$ cat config.mk
export PLATFORM = sky130hd
export DESIGN_NAME = gpu_control_sequencer
export DESIGN_NICKNAME = d
export VERILOG_FILES = /design/src/rtl/gpu_control_sequencer_pkg.sv /design/src/rtl/gpu_control_sequencer_startup_delay_counter.sv /design/src/rtl/gpu_control_sequencer.sv
export SDC_FILE = /design/constraint.sdc
export NUM_CORES = 1
export LEC_CHECK = 0
export CAP_MARGIN = 20
export CELL_PAD_IN_SITES_DETAIL_PLACEMENT = 0
export CELL_PAD_IN_SITES_GLOBAL_PLACEMENT = 1
export CORE_UTILIZATION = 39
export DETAILED_ROUTE_END_ITERATION = 16
export PLACE_DENSITY = 0.87
export SETUP_SLACK_MARGIN = 0.5
export SKIP_LAST_GASP = 1
export SYNTH_ARGS = -nofsm -noshare
export SYNTH_HDL_FRONTEND = slang
export SYNTH_SLANG_ARGS = --single-unit
export TNS_END_PERCENT = 100
$ cat constraint.sdc
create_clock -name system_clock -period 4.5 [get_ports system_clock]
set_clock_uncertainty 0.15 [all_clocks]
set_input_delay 0.675 -clock system_clock [delete_from_list [all_inputs] [get_ports system_clock]]
set_output_delay 0.675 -clock system_clock [all_outputs]
set_load 0.05 [all_outputs]
$ cat src/rtl/gpu_control_sequencer_pkg.sv
// Shared VGA command definitions: opcodes, sequencer state encoding and defaults
// used by the GPU control sequencer and anything that talks to it.
package gpu_control_sequencer_pkg;

  localparam logic [7:0] OP_NOP        = 8'h00;
  localparam logic [7:0] OP_SOFT_RESET = 8'h01;
  localparam logic [7:0] OP_START_VGA  = 8'h02;
  localparam logic [7:0] OP_STOP_VGA   = 8'h03;
  localparam logic [7:0] OP_SET_MODE   = 8'h04;
  localparam logic [7:0] OP_CLEAR_FB   = 8'h05;

  localparam int DEFAULT_NUM_MODES  = 3;
  localparam int DEFAULT_SYNC_DELAY = 8;

  typedef enum logic [2:0] {
    ST_IDLE       = 3'd0,
    ST_SYNC_START = 3'd1,
    ST_SYNC_WAIT  = 3'd2,
    ST_RUNNING    = 3'd3,
    ST_WAIT_ARG   = 3'd4,
    ST_CLEAR      = 3'd5
  } seq_state_e;

  function automatic logic is_known_opcode(input logic [7:0] op);
    return (op <= OP_CLEAR_FB);
  endfunction

  function automatic logic state_is_busy(input seq_state_e st);
    return (st == ST_SYNC_START) || (st == ST_SYNC_WAIT) ||
           (st == ST_WAIT_ARG)   || (st == ST_CLEAR);
  endfunction

endpackage

$ cat src/rtl/gpu_control_sequencer_startup_delay_counter.sv
// Counts the cycles between the FIFO resync pulse and VGA enable; done is
// asserted while the count sits at SYNC_DELAY-1 and the count then holds.
module startup_delay_counter #(
  parameter int  SYNC_DELAY = 8,
  localparam int CW         = $clog2(SYNC_DELAY + 1)
) (
  input  logic system_clock,
  input  logic reset_n,
  input  logic clear,
  input  logic enable,
  output logic done
);

  logic [CW-1:0] r_count;

  assign done = (r_count == CW'(SYNC_DELAY - 1));

  always_ff @(posedge system_clock) begin
    if (!reset_n) begin
      r_count <= '0;
    end else if (clear) begin
      r_count <= '0;
    end else if (enable && !done) begin
      r_count <= r_count + CW'(1);
    end
  end

endmodule

$ cat src/rtl/gpu_control_sequencer.sv
// Decodes MCU command bytes and sequences VGA start/stop, FIFO resync,
// framebuffer clear and video-mode selection. All outputs are registered.
module gpu_control_sequencer
  import gpu_control_sequencer_pkg::*;
#(
  parameter int  SYNC_DELAY = DEFAULT_SYNC_DELAY,
  parameter int  NUM_MODES  = DEFAULT_NUM_MODES,
  localparam int MODE_WIDTH = $clog2(NUM_MODES)
) (
  input  logic                  system_clock,
  input  logic                  reset_n,
  input  logic                  command_valid,
  input  logic [7:0]            command_byte,
  input  logic                  clear_done,
  output logic                  vga_enable,
  output logic                  fifo_sync_start,
  output logic                  clear_start,
  output logic [MODE_WIDTH-1:0] mode,
  output logic                  busy,
  output logic                  command_dropped,
  output logic                  command_error,
  output logic [2:0]            state_debug
);

  seq_state_e            r_state;
  logic                  r_vga_enable;
  logic                  r_fifo_sync_start;
  logic                  r_clear_start;
  logic [MODE_WIDTH-1:0] r_mode;
  logic                  r_busy;
  logic                  r_command_dropped;
  logic                  r_command_error;
  logic                  r_ret_running;

  seq_state_e            w_next_state;
  logic                  w_next_vga;
  logic [MODE_WIDTH-1:0] w_next_mode;
  logic                  w_next_ret;
  logic                  w_sync_pulse;
  logic                  w_clear_pulse;
  logic                  w_dropped;
  logic                  w_error;
  logic                  w_cmd;
  logic                  w_known;
  logic                  w_cnt_clear;
  logic                  w_cnt_enable;
  logic                  w_cnt_done;

  startup_delay_counter #(
    .SYNC_DELAY (SYNC_DELAY)
  ) u_delay (
    .system_clock (system_clock),
    .reset_n      (reset_n),
    .clear        (w_cnt_clear),
    .enable       (w_cnt_enable),
    .done         (w_cnt_done)
  );

  assign w_cnt_clear  = (r_state == ST_SYNC_START);
  assign w_cnt_enable = (r_state == ST_SYNC_WAIT);

  // In WAIT_ARG every byte is an argument, so opcode decoding is suppressed there.
  assign w_cmd   = command_valid && (r_state != ST_WAIT_ARG);
  assign w_known = is_known_opcode(command_byte);

  always_comb begin
    w_next_state  = r_state;
    w_next_vga    = r_vga_enable;
    w_next_mode   = r_mode;
    w_next_ret    = r_ret_running;
    w_sync_pulse  = 1'b0;
    w_clear_pulse = 1'b0;
    w_dropped     = 1'b0;
    w_error       = 1'b0;

    case (r_state)
      ST_IDLE: begin
        if (w_cmd && w_known) begin
          case (command_byte)
            OP_START_VGA: begin
              w_next_state = ST_SYNC_START;
              w_sync_pulse = 1'b1;
            end
            OP_SET_MODE: w_next_state = ST_WAIT_ARG;
            OP_CLEAR_FB: begin
              w_next_state  = ST_CLEAR;
              w_clear_pulse = 1'b1;
              w_next_ret    = 1'b0;
            end
            default: ;
          endcase
        end
      end

      ST_SYNC_START, ST_SYNC_WAIT: begin
        if (r_state == ST_SYNC_START) begin
          w_next_state = ST_SYNC_WAIT;
        end else if (w_cnt_done) begin
          w_next_state = ST_RUNNING;
          w_next_vga   = 1'b1;
        end
        // A command in the same cycle as the delay expiring still wins for STOP.
        if (w_cmd && w_known) begin
          if (command_byte == OP_STOP_VGA) begin
            w_next_state = ST_IDLE;
            w_next_vga   = 1'b0;
          end else if (command_byte != OP_SOFT_RESET) begin
            w_dropped = 1'b1;
          end
        end
      end

      ST_RUNNING: begin
        if (w_cmd && w_known) begin
          case (command_byte)
            OP_STOP_VGA: begin
              w_next_state = ST_IDLE;
              w_next_vga   = 1'b0;
            end
            OP_CLEAR_FB: begin
              w_next_state  = ST_CLEAR;
              w_clear_pulse = 1'b1;
              w_next_ret    = 1'b1;
            end
            OP_SET_MODE: w_dropped = 1'b1;
            default: ;
          endcase
        end
      end

      ST_WAIT_ARG: begin
        if (command_valid) begin
          if ({24'd0, command_byte} < NUM_MODES) begin
            w_next_mode = command_byte[MODE_WIDTH-1:0];
          end else begin
            w_error = 1'b1;
          end
          w_next_state = ST_IDLE;
        end
      end

      ST_CLEAR: begin
        if (clear_done) begin
          w_next_state = r_ret_running ? ST_RUNNING : ST_IDLE;
        end
        if (w_cmd && w_known && (command_byte != OP_SOFT_RESET)) begin
          w_dropped = 1'b1;
        end
      end

      default: w_next_state = ST_IDLE;
    endcase

    if (w_cmd && !w_known) begin
      w_error = 1'b1;
    end

    // Soft reset overrides whatever the state-specific logic decided.
    if (w_cmd && (command_byte == OP_SOFT_RESET)) begin
      w_next_state  = ST_IDLE;
      w_next_vga    = 1'b0;
      w_next_mode   = '0;
      w_next_ret    = 1'b0;
      w_dropped     = 1'b0;
      w_sync_pulse  = 1'b0;
      w_clear_pulse = 1'b0;
    end
  end

  always_ff @(posedge system_clock) begin
    if (!reset_n) begin
      r_state           <= ST_IDLE;
      r_vga_enable      <= 1'b0;
      r_fifo_sync_start <= 1'b0;
      r_clear_start     <= 1'b0;
      r_mode            <= '0;
      r_busy            <= 1'b0;
      r_command_dropped <= 1'b0;
      r_command_error   <= 1'b0;
      r_ret_running     <= 1'b0;
    end else begin
      r_state           <= w_next_state;
      r_vga_enable      <= w_next_vga;
      r_fifo_sync_start <= w_sync_pulse;
      r_clear_start     <= w_clear_pulse;
      r_mode            <= w_next_mode;
      r_busy            <= state_is_busy(w_next_state);
      r_command_dropped <= w_dropped;
      r_command_error   <= w_error;
      r_ret_running     <= w_next_ret;
    end
  end

  assign vga_enable      = r_vga_enable;
  assign fifo_sync_start = r_fifo_sync_start;
  assign clear_start     = r_clear_start;
  assign mode            = r_mode;
  assign busy            = r_busy;
  assign command_dropped = r_command_dropped;
  assign command_error   = r_command_error;
  assign state_debug     = r_state;

endmodule

Word level (Yosys, flattened, before mapping)

Index checks and enable logic that the tools add are counted.

Logic and storage cells: 100
Bits in registers: 16

Equal/unequal tests: 22
$add $sub $neg: 1
Reductions and logical operators: 23
Bitwise operators: 4
Magnitude comparators: 2
Multiplexer cells: 38

Operator list:

| operator                                                    | count |
|---|---|
| 2-to-1 mux 3 bit                                            | 9 |
| 2-to-1 mux 1 bit                                            | 22 |
| == test 8 x 2 -> 1 bit (second input constant)              | 2 |
| == test 8 x 3 -> 1 bit (second input constant)              | 2 |
| one-hot mux 3 bit (5 select lines)                          | 1 |
| == test 3 bit (second input constant)                       | 4 |
| == test 3 x 2 -> 1 bit (second input constant)              | 3 |
| one-hot mux 3 bit (3 select lines)                          | 1 |
| == test 8 x 1 -> 1 bit (second input constant)              | 1 |
| <= comparator 8 x 3 -> 1 bit (second input constant)        | 1 |
| less-than comparator 8 x 2 -> 1 bit (second input constant) | 1 |
| != test 2 bit (second input constant)                       | 4 |
| != test 8 x 1 -> 1 bit (second input constant)              | 1 |
| OR reduction 2 bit                                          | 4 |
| OR reduction 4 bit                                          | 2 |
| == test 3 x 1 -> 1 bit (second input constant)              | 2 |
| logical AND 1 bit                                           | 6 |
| one-hot mux 3 bit (2 select lines)                          | 1 |
| AND reduction 3 bit                                         | 2 |
| AND reduction 5 bit                                         | 1 |
| adder 4 x 1 -> 4 bit (second input constant)                | 1 |
| == test 4 x 3 -> 1 bit (second input constant)              | 1 |
| NOT 1 bit                                                   | 4 |
| one-hot mux 1 bit (2 select lines)                          | 2 |
| other kinds (8)                                             | 12 |

Logic depth before layout (Yosys ltp)

Word-level depth: 11
Depth in mapped cells: 7
Gate-level depth less buffers: 7

By module

A second synthesis with hierarchy kept.

Cells, all modules: 114
Area, all modules: 969.7 um2

Modules (own cells, without submodules):

| module                | instances | cells an instance | area an instance (um2) | seq. area each (um2) |
|---|---|---|---|---|
| gpu_control_sequencer | 1         | 91                | 759.5                  | 240.2 |
| startup_delay_counter | 1         | 23                | 210.2                  | 80.1 |

Worst setup path before layout

Ideal clock, no wire load.

Kind: reg2reg
From: register r_state[1], in the netlist state_debug[1]
To: register r_state[0], in the netlist state_debug[0]
Path buffers: 0
Arrival: 1.709 ns
Period minus slack after synthesis: 1.976 ns
Stages on the path, launching flop included: 6
Setup slack: 2.524 ns
Cells stage by stage: dfxtp_1 nor2_2 and2_1 o41ai_4 a21o_1 nor2_1

Cells in the longest elaborated chain, start to end: 6
Elaborated cells on any way between the ends: 18
Classes of those cells: eq/ne (6); mux (7); reduce/logical (5)

RTL lines:

| item                                                    | line                                                                                    | text |
|---|---|---|
| start, declared                                         | gpu_control_sequencer.sv:25                                                             | `seq_state_e r_state;` |
| start signal, assigned                                  | gpu_control_sequencer.sv:182                                                            | `r_state <= w_next_state;` |
| == test 3 x 1 -> 1 bit or != test 3 bit (tied branches) | gpu_control_sequencer.sv:76, gpu_control_sequencer.sv:96, gpu_control_sequencer.sv:63   |  |
| 2-to-1 mux 3 bit or logical AND 1 bit (tied branches)   | gpu_control_sequencer.sv:96, gpu_control_sequencer.sv:63                                |  |
| 2-to-1 mux 3 bit or logical AND 1 bit (tied branches)   | n/a                                                                                     |  |
| 2-to-1 mux 3 bit (on tied branches)                     | gpu_control_sequencer.sv:103, gpu_control_sequencer.sv:78, gpu_control_sequencer.sv:114 |  |
| one-hot mux 3 bit (5 select lines)                      | gpu_control_sequencer.sv:76                                                             | `case (r_state)` |
| 2-to-1 mux 3 bit *                                      | gpu_control_sequencer.sv:159                                                            | `if (w_cmd && (command_byte == OP_SOFT_RESET)) begin` |

Mark *: on every way between the ends. The rest lies on a longest branch, timed or not.
A chain may end at the register's enable or synchronous reset.

Worst setup path after layout

From: register r_state[2], in the netlist state_debug[2]
To: output state_debug[2]

RTL lines:

| item          | line                        | text |
|---|---|---|
| end, declared | gpu_control_sequencer.sv:22 | `output logic [2:0] state_debug` |

No word-level cell between the ends.

==> run summary <==
Path depth of the worst reg2reg path = 5
CP required = 3.67 ns
Min-Delay Path Class = flop to flop
GPL Wtd Cong = 0.828
Layout cells sized above 1 = 0.129
GRT Util Overall = 0.182
Detailed placer's ending HPWL = 1730 um
Worst Tran Pin Value = 0.564 ns
Fin. max-slew vios = 0
Synth Cell Area = 1040 um^2
Hold depth = 2
Max VDD drop = 190 uV
CP bufs+invs = 1
Post-cts gate resize count = 0
Leak pwr = 0.458 nW
Synth async-reset ratio = 0
Vias in the first global route = 834
Pre-CTS setup slack = 1.78 ns
CTS tree = yes
# setup viols final = 0
Fin cells = 170
Hold Fails Final Rpt = 0
Drt pass-1 iters = 4
Clk pwr share = 0.357
Vias = 951
Clock transition at path regs = 0.10 ns
Capturing point of the worst reg2reg path = state_debug[2]
Initial DRC count = 15
Core area = 2500 um^2
Remaining DRCs = 0
Die Area = 2880 um^2
Antenna violations before repair = 0
Yosys warns = 0
Starting density of the core = 0.417
Crit-path slowest cell = clkdlybuf4s50_1
Remaining antenna violation count = 0
Top sig layer = met4
GR Overflow Total = 0
Total CTS buffers = 3
# fillers = 244
Die width = 53.7 um
Worst rel slew slack = 0.623
Area of the multi-input gates = 691 um^2
Delay-heaviest family, CP = buffers and inverters
Routed wl met2 = 1120 um
Met3 WL post-DR = 116 um
Synth cell types = 50
Fmax = 379 MHz
Run status = finished clean
Syn Nets = 131
R2r startpoint = state_debug[0]
Clk_lat worst skew = 0.29 ns
Post-route setup TNS = 0 ns
Nets = 154
Mean Syn Cell Area = 8.83 um^2
CP Capture Type = output pin
Max incr delay on CP = 0.89 ns
Seq pwr share = 0.519
Max-cap violations = 0
Switching power = 0.0000676 W
Dpl cells = 166
Cell internal pwr = 0.000207 W
FF+latch count, synth = 16
Critical path depth in cells = 1
EDFF count, synth = 0
Worst setup SP type = flop
Seq/Total Area, Yosys = 0.307
Setup slack after layout = 1.86 ns
Crit path arrival time = 1.82 ns
Min-delay src = r_ret_running
Crit Path Category = flop to output pin
Top FF cell, synth = dfxtp_1
First-pass GRT wire length = 3760 um
Sequential cell area = 320 um^2
CP Cell Sequence = clkdlybuf4s50_1
Worst Setup SP = state_debug[2]
Longest Clk Path Bufs = 2
Final Cycle Share = 0.587
Synth Instances = 118
Antenna cells = 0
Power density over the cells = 209 nW/um^2
Row cnt = 18
Util after Layout = 0.525
Met1 wire length = 1080 um
Worst reg-to-reg setup slack = 2.49 ns
Net Sw Frac = 0.246
Final wirelength = 2330 um
Largest net degree at the start of global routing = 16
CTS Sinks = 16
RSZ-0062 raised after global routing = false
# Post-CTS Setup Buffers = 0
Comb pwr share = 0.123
Io pins = 23
Clock Root Buffer = clkbuf_4
Syn-to-layout area delta = 25.9%
Post-CTS Hold Fix Bufs = 0
Max Fanout on Critical Path = 15
Routed len/inst = 13.7 um
Die height = 53.7 um
Final Critical Period = 2.64 ns
CTS H-tree depth = 1
PortBufs = 22
Vias/cell = 5.59
Worst Hold End = r_ret_running
[worst max path at each step]
stage | slack (ns) | to
6_report | 1.86 | state_debug[2]
5_1_grt | 1.74 | state_debug[2]
4_1_cts | 1.86 | state_debug[2]
3_5_place_dp | 1.78 | state_debug[0]
3_3_place_gp | 1.80 | state_debug[0]
2_1_floorplan | 2.52 | state_debug[0]
[layout by cell type, fill, tap and decap left out, types with 2 or more instances in the layout]
| cell type | netlist | layout |
|---|---|---|
| nor3_1 | 4 | 4 |
| inv_1 | 2 | 2 |
| and2_1 | 4 | 4 |
| o21ai_1 | 4 | 4 |
| a21oi_1 | 8 | 8 |
| nand4_1 | 3 | 3 |
| nor2_1 | 10 | 10 |
| nor2b_1 | 6 | 6 |
| clkdlybuf4s50_1 | 0 | 22 |
| nand3_1 | 4 | 4 |
| a22oi_1 | 2 | 2 |
| o21ai_0 | 5 | 5 |
| nand2b_1 | 3 | 3 |
| a21o_1 | 2 | 2 |
| clkbuf_4 | 1 | 3 |
| a2bb2oi_1 | 2 | 2 |
| mux2i_1 | 2 | 2 |
| nor2_2 | 3 | 3 |
| nand2_1 | 5 | 5 |
| and4_1 | 2 | 2 |
| dfxtp_1 | 16 | 16 |
[state kept, by name (all words and copies together) (netlist names)]
register and flops:
u_delay.r_count 4, state_debug 3, mode 2, busy 1, clear_start 1, command_dropped 1
command_error 1, fifo_sync_start 1, r_ret_running 1, vga_enable 1
[power by group through the flow]
stage | clock, W | sequential (W) | combinational, W
3_3_place_gp | 0 | 0.000146 | 0.0000334
4_1_cts | 0.000101 | 0.000143 | 0.0000338
5_1_grt | 0.000105 | 0.000143 | 0.0000365
3_5_place_dp | 0 | 0.000146 | 0.0000337
6_report | 0.0000980 | 0.000142 | 0.0000339
2_1_floorplan | 0 | 0.000148 | 0.0000149
[area by class of cell]
class,instances,area share
timing repair buffer,22,0.168
multi-input combinational,96,0.526
inverter,2,0.00572
clock buffer,4,0.0276
sequential,16,0.244
tap,30,0.0286
[cell families (layout without fill, tap and decap cells)]
group           after synthesis  after routing  synth area share
compound gates               30             30             0.232
mux                           2              2            0.0192
fa+ha+maj                     1              1            0.0120
xor+xnor                      2              2            0.0168
flops                        16             16             0.307
simple gates                 61             61             0.383
buf+inv                       6             28            0.0300
[cell usage after synthesis, types with 4 or more instances]
cell | instances | area, um^2
a21oi_1 | 8 | 40.0
and2_1 | 4 | 25.0
dfxtp_1 | 16 | 320
nand2_1 | 5 | 18.8
nand3_1 | 4 | 20.0
nor2_1 | 10 | 37.5
nor2b_1 | 6 | 37.5
nor3_1 | 4 | 20.0
o21ai_0 | 5 | 25.0
o21ai_1 | 4 | 20.0
[through the flow]
| stage | total power (W) | cell area, um^2 | hold WS (ns) |
|---|---|---|---|
| floorplan | 0.000163 | 1040 | 0.305 |
| finish | 0.000274 | 1310 | 0.343 |
| detailed placement | 0.000179 | 1280 | 0.335 |
| CTS | 0.000278 | 1310 | 0.349 |
| global placement | 0.000179 | 1280 | 0.328 |
| global route | 0.000284 | 1310 | 0.387 |
[layer usage]
layer	track usage	vias up
li1	-	479
met1	0.229	450
met2	0.305	20
met3	0.0508	2
met4	0.0395	0
met5	0	-
Power figures use the tool's default switching activity.
